==> config.mk <==
export PLATFORM = sky130hd
export DESIGN_NAME = ram16_arbiter
export DESIGN_NICKNAME = d
export VERILOG_FILES = /design/src/rtl/ram16_arbiter.sv
export SDC_FILE = /design/constraint.sdc
export NUM_CORES = 1
export LEC_CHECK = 0
export CAP_MARGIN = 40
export CORE_AREA = 2 2 72 102
export CTS_CLUSTER_DIAMETER = 30
export DETAILED_ROUTE_END_ITERATION = 10
export DIE_AREA = 0 0 74 104
export GPL_TIMING_DRIVEN = 0
export PLACE_DENSITY_LB_ADDON = 0.3
export SLEW_MARGIN = 20
export SYNTH_ARGS = -nofsm -noshare
export SYNTH_HDL_FRONTEND = slang
export SYNTH_SLANG_ARGS = --single-unit
export TNS_END_PERCENT = 20
==> constraint.sdc <==
create_clock -name clk -period 5.61 [get_ports clk]
set_clock_uncertainty 0.1 [all_clocks]
set_input_delay 0.8415 -clock clk [delete_from_list [all_inputs] [get_ports clk]]
set_output_delay 0.8415 -clock clk [all_outputs]
set_load 0.005 [all_outputs]
==> src/rtl/ram16_arbiter.sv <==
// rtl/ram16_arbiter.sv - two-requester round-robin sequencer for a 16x16 single-port RAM
module ram16_arbiter #(
    parameter int DW     = 16,
    parameter int AW     = 4,
    parameter int RD_LAT = 1
) (
    input  logic            clk,
    input  logic            reset,
    input  logic [1:0]      req_valid,
    output logic [1:0]      req_ready,
    input  logic [1:0]      req_we,
    input  logic [2*AW-1:0] req_addr,
    input  logic [2*DW-1:0] req_wdata,
    output logic [1:0]      rsp_valid,
    output logic [DW-1:0]   rsp_rdata,
    output logic            busy,
    output logic [DW-1:0]   ram_data_in,
    output logic [AW-1:0]   ram_addr_in,
    output logic            ram_cs,
    output logic            ram_w_en,
    output logic            ram_op_en,
    input  logic [DW-1:0]   ram_data_out
);

    typedef enum logic [1:0] {
        IDLE  = 2'd0,
        ISSUE = 2'd1,
        WAIT  = 2'd2,
        RESP  = 2'd3
    } state_t;

    state_t          state;
    state_t          state_nxt;
    logic            grant;
    logic            accept;
    logic            owner;
    logic            last_grant;
    logic            we_q;
    logic [2:0]      lat_cnt;
    logic            lat_done;
    logic            cmd_we;
    logic [AW-1:0]   cmd_addr;
    logic [DW-1:0]   cmd_wdata;

    // The command of whichever requester the arbiter is pointing at this cycle.
    assign cmd_we    = grant ? req_we[1] : req_we[0];
    assign cmd_addr  = grant ? req_addr[2*AW-1:AW] : req_addr[AW-1:0];
    assign cmd_wdata = grant ? req_wdata[2*DW-1:DW] : req_wdata[DW-1:0];

    // WAIT lasts RD_LAT cycles; the last one is where RAM data_out is valid.
    assign lat_done = (lat_cnt == 3'(RD_LAT - 1));
    assign busy     = (state != IDLE);

    // State register.
    always_ff @(posedge clk or posedge reset) begin
        if (reset) begin
            state <= IDLE;
        end else begin
            state <= state_nxt;
        end
    end

    // Arbitration in IDLE (ready held low while reset is asserted) and next-state decode.
    always_comb begin
        state_nxt = state;
        req_ready = 2'b00;
        grant     = 1'b0;
        accept    = 1'b0;
        case (state)
            IDLE: begin
                if (req_valid == 2'b11) begin
                    grant = ~last_grant;
                end else begin
                    grant = req_valid[1];
                end
                if (!reset && req_valid != 2'b00) begin
                    req_ready = grant ? 2'b10 : 2'b01;
                    accept    = 1'b1;
                    state_nxt = ISSUE;
                end
            end
            ISSUE:   state_nxt = we_q ? RESP : WAIT;
            WAIT:    if (lat_done) state_nxt = RESP;
            RESP:    state_nxt = IDLE;
            default: state_nxt = IDLE;
        endcase
    end

    // Command capture, one-cycle RAM strobes, read-data capture and response pulse.
    always_ff @(posedge clk or posedge reset) begin
        if (reset) begin
            owner       <= 1'b0;
            last_grant  <= 1'b1;
            we_q        <= 1'b0;
            lat_cnt     <= 3'd0;
            ram_cs      <= 1'b0;
            ram_w_en    <= 1'b0;
            ram_op_en   <= 1'b0;
            ram_addr_in <= '0;
            ram_data_in <= '0;
            rsp_valid   <= 2'b00;
            rsp_rdata   <= '0;
        end else begin
            ram_cs    <= 1'b0;
            ram_w_en  <= 1'b0;
            ram_op_en <= 1'b0;
            rsp_valid <= 2'b00;
            case (state)
                IDLE: begin
                    if (accept) begin
                        owner       <= grant;
                        last_grant  <= grant;
                        we_q        <= cmd_we;
                        ram_cs      <= 1'b1;
                        ram_w_en    <= cmd_we;
                        ram_op_en   <= ~cmd_we;
                        ram_addr_in <= cmd_addr;
                        if (cmd_we) begin
                            ram_data_in <= cmd_wdata;
                        end
                    end
                end
                ISSUE: begin
                    lat_cnt <= 3'd0;
                    if (we_q) begin
                        rsp_valid <= owner ? 2'b10 : 2'b01;
                        rsp_rdata <= '0;
                    end
                end
                WAIT: begin
                    if (lat_done) begin
                        rsp_valid <= owner ? 2'b10 : 2'b01;
                        rsp_rdata <= ram_data_out;
                    end else begin
                        lat_cnt <= lat_cnt + 3'd1;
                    end
                end
                default: ;
            endcase
        end
    end

endmodule
==> qor.txt <==
Routed wire per std cell = 13.08 um
Critical R2R Capture = ram_data_in[10]$_DFFE_PP0P_
Initial antenna violation count = 0
Clock Tree Buf Depth = 2
Fin util = 0.5320
HPWL Detailed = 4212 um
1st-iter DRT viols = 51
TritonCTS Buffers = 5
Req. time, crit path = 4.67 ns
Area of the multi-input gates = 993.5 um^2
Max VDD drop = 0.0001762 V
Number of synthesized register bits = 49
Post-route setup TNS = 0 ns
Crit share post-route = 0.6299
Wirelength, routed = 5429 um
Total track usage = 0.1438
Synth Cell Area = 0.002312 mm^2
Leakage = 0.001581 uW
Logic pwr share = 0.473
Pin count of the biggest net entering global routing = 28
Die W = 74 um
Core box area = 0.006802 mm^2
Reg2reg start = state[0]$_DFFE_PP0P_
IO buf count = 105
Gr ovfl total = 0
Vias in the first global route = 1869
CP Max Fanout = 5
Switching share of power = 0.3211
Ys Warns = 0
Power Dens Cells = 442.2 mW/mm^2
Number of fill cells in the layout = 621
N_diodes = 0
P&R area growth vs syn = 56.49%
Root Driver = clkbuf_8
CTS tree = yes
Finish-stage setup viols = 0
WS Path Type = primary input to output port
Die area = 0.007696 mm^2
DR pass1 iterations = 4
ANT nets after route = 0
Slew @ Worst Pin = 0.5285 ns
Clock group share of total power = 0.164
Arr. time, crit path = 2.59 ns
Sequential fraction of the synthesis area = 0.5308
Post-synthesis net count = 274
Final hold violations = 0
FF+latch area = 0.001227 mm^2
Worst Hold Class = register to register
CTS resizes = 0
Cell Int Power = 1086 uW
Vias = 1836
Vias per Instance = 4.424
Period minus WS final = 3.534 ns
FF-to-FF setup slack = 3.35 ns
Hold buffers post-CTS = 0
Clock sinks = 49
Average instance area after synthesis = 11.22 um^2
# Post-CTS Setup Buffers = 0
Unrepaired setup endpoints after global routing = no
Max-slew violations = 0
H-tree depth = 2
CP startpoint kind = primary input
Outcome = finished, final reports clean
Later-pin clock latency in the skew report = 0.31 ns
Std cell rows = 36
First-pass GRT wire length = 8769 um
Layout net count = 387
Io pins = 106
Sequential Power Share = 0.363
Final GP Congestion = 0.7670
Net Sw Power = 513.8 uW
Reg clk slew, reported paths = 0.10 ns
Starting Density = 0.3400
Post-Syn Instances = 206
F_max = 0.2830 GHz
Worst setup path startpoint = reset
Max_cap viols = 0
CP endpoint kind = output port
Residual DRC = 0
Die span in y = 104 um
Layout cells sized above 1 = 0.1594
Critical Path Sink = req_ready[1]
Reg2Reg Depth = 8
Distinct cells, synth = 34
Startpoint of the worst hold path = rsp_rdata[7]$_DFFE_PP0P_
Rel. slew slack = 0.6472
-- cells in the final DEF (no fill, tap or decap), drive strengths merged --
| cell | count |
|---|---|
| and3 | 2 |
| a21o | 1 |
| dfrtp | 48 |
| mux2 | 32 |
| a21oi | 3 |
| a22oi | 1 |
| ha | 6 |
| clkdlybuf4s50 | 105 |
| a211o | 1 |
| a21boi | 1 |
| o21bai | 1 |
| and3b | 1 |
| nand3 | 2 |
| nand2b | 1 |
| nor2b | 3 |
| nand2 | 42 |
| buf | 4 |
| inv | 10 |
| a22o | 1 |
| a32oi | 1 |
| dfstp | 1 |
| nor2 | 6 |
| nand4bb | 1 |
| bufinv | 1 |
| xnor2 | 1 |
| o21ai | 25 |
| or2 | 1 |
| a21bo | 1 |
| clkbuf | 13 |
| mux2i | 4 |
-- cell families (layout without fill, tap and decap cells) --
family                   after synthesis  after routing  share of synthesized area
multiplexers                          36             36                     0.1878
XOR/XNOR                               1              1                   0.003789
flip-flops                            49             49                     0.5308
AO/OA/AOI/OAI                         36             36                    0.09579
buffers and inverters                 19            133                    0.03950
adder cells (fa/ha/maj)                6              6                    0.03247
AND/OR/NAND/NOR                       59             59                     0.1099
-- critical path: stages --
cell             delay, ns
clkdlybuf4s50_1       0.44
o21bai_1              0.19
or2_0                 0.20
clkbuf_2              0.16
nor2_1                0.23
clkdlybuf4s50_1       0.54
-- cells in the mapped netlist (all sizes together) --
master,n,share of area
a21boi,1,0.0049
and3b,1,0.0038
a22o,1,0.0038
a22oi,1,0.0032
or2,1,0.0027
ha,6,0.032
a211o,1,0.0038
a21o,1,0.0032
nand4bb,1,0.0049
nor2,6,0.0097
dfrtp,48,0.52
and3,2,0.0054
nand2b,1,0.0027
dfstp,1,0.011
nand2,42,0.068
nand3,2,0.0043
a21bo,1,0.0043
clkbuf,8,0.014
o21ai,25,0.054
inv,8,0.013
mux2i,4,0.017
a32oi,1,0.0038
o21bai,1,0.0032
xnor2,1,0.0038
buf,3,0.013
mux2,32,0.17
a21oi,3,0.011
nor2b,3,0.0081
-- flip-flops by register name, summed over array words and instances, names as in the netlist, 2 cells and up --
register / count
lat_cnt: 3
ram_addr_in: 4
ram_data_in: 16
rsp_rdata: 16
rsp_valid: 2
state: 2
-- power by group through the flow --
stage / Combinational (uW) / Sequential [uW] / Clock [uW]
after detailed placement: 769 / 588 / 0
after global routing: 841 / 601 / 288
final: 757 / 580 / 263
after global placement: 757 / 585 / 0
after CTS: 772 / 583 / 274
after floorplan: 344 / 596 / 0
-- routing by layer --
| metal | vias up | wire [um] | GRT usage |
|---|---|---|---|
| met4 | 0 | 70 | 0.04416 |
| met2 | 76 | 2583 | 0.2366 |
| met1 | 835 | 2310 | 0.1836 |
| met3 | 7 | 465 | 0.03391 |
| met5 | - | 0 | 0 |
| li1 | 918 | - | - |
-- per-stage QoR --
stage                     std cells  worst slack [ns]  hold WS (ns)  power [uW]  area [um^2]
after floorplan                 206             3.196        0.3561       939.5         2312
after global placement          406             2.148        0.3631        1342         3482
after detailed placement        407             2.130        0.3727        1358         3502
after CTS                       415             2.118        0.3978        1628         3618
after global routing            415             2.031        0.4132        1730         3618
final                           415             2.076        0.3916        1600         3618
-- layout make-up --
class / count / area share
plain buffers: 11 / 0.01694
clock buffers: 5 / 0.01902
clock inverters: 3 / 0.01314
inverters: 8 / 0.008299
multi-input cells: 138 / 0.2746
flip-flops and latches: 49 / 0.3392
well taps: 95 / 0.03285
repair buffers: 106 / 0.2960
-- worst min-delay path by stage --
stage / to / slack, ns / cells after the start
floorplan: owner$_DFFE_PP0P_ / 0.36 / 1
global placement: ram_addr_in[0]$_DFFE_PP0P_ / 0.36 / 2
detailed placement: rsp_rdata[3]$_DFFE_PP0P_ / 0.37 / 2
CTS: rsp_rdata[3]$_DFFE_PP0P_ / 0.40 / 2
global route: rsp_rdata[8]$_DFFE_PP0P_ / 0.41 / 2
finish: rsp_rdata[7]$_DFFE_PP0P_ / 0.39 / 2
Note: power is estimated with default switching activity, not from simulation.
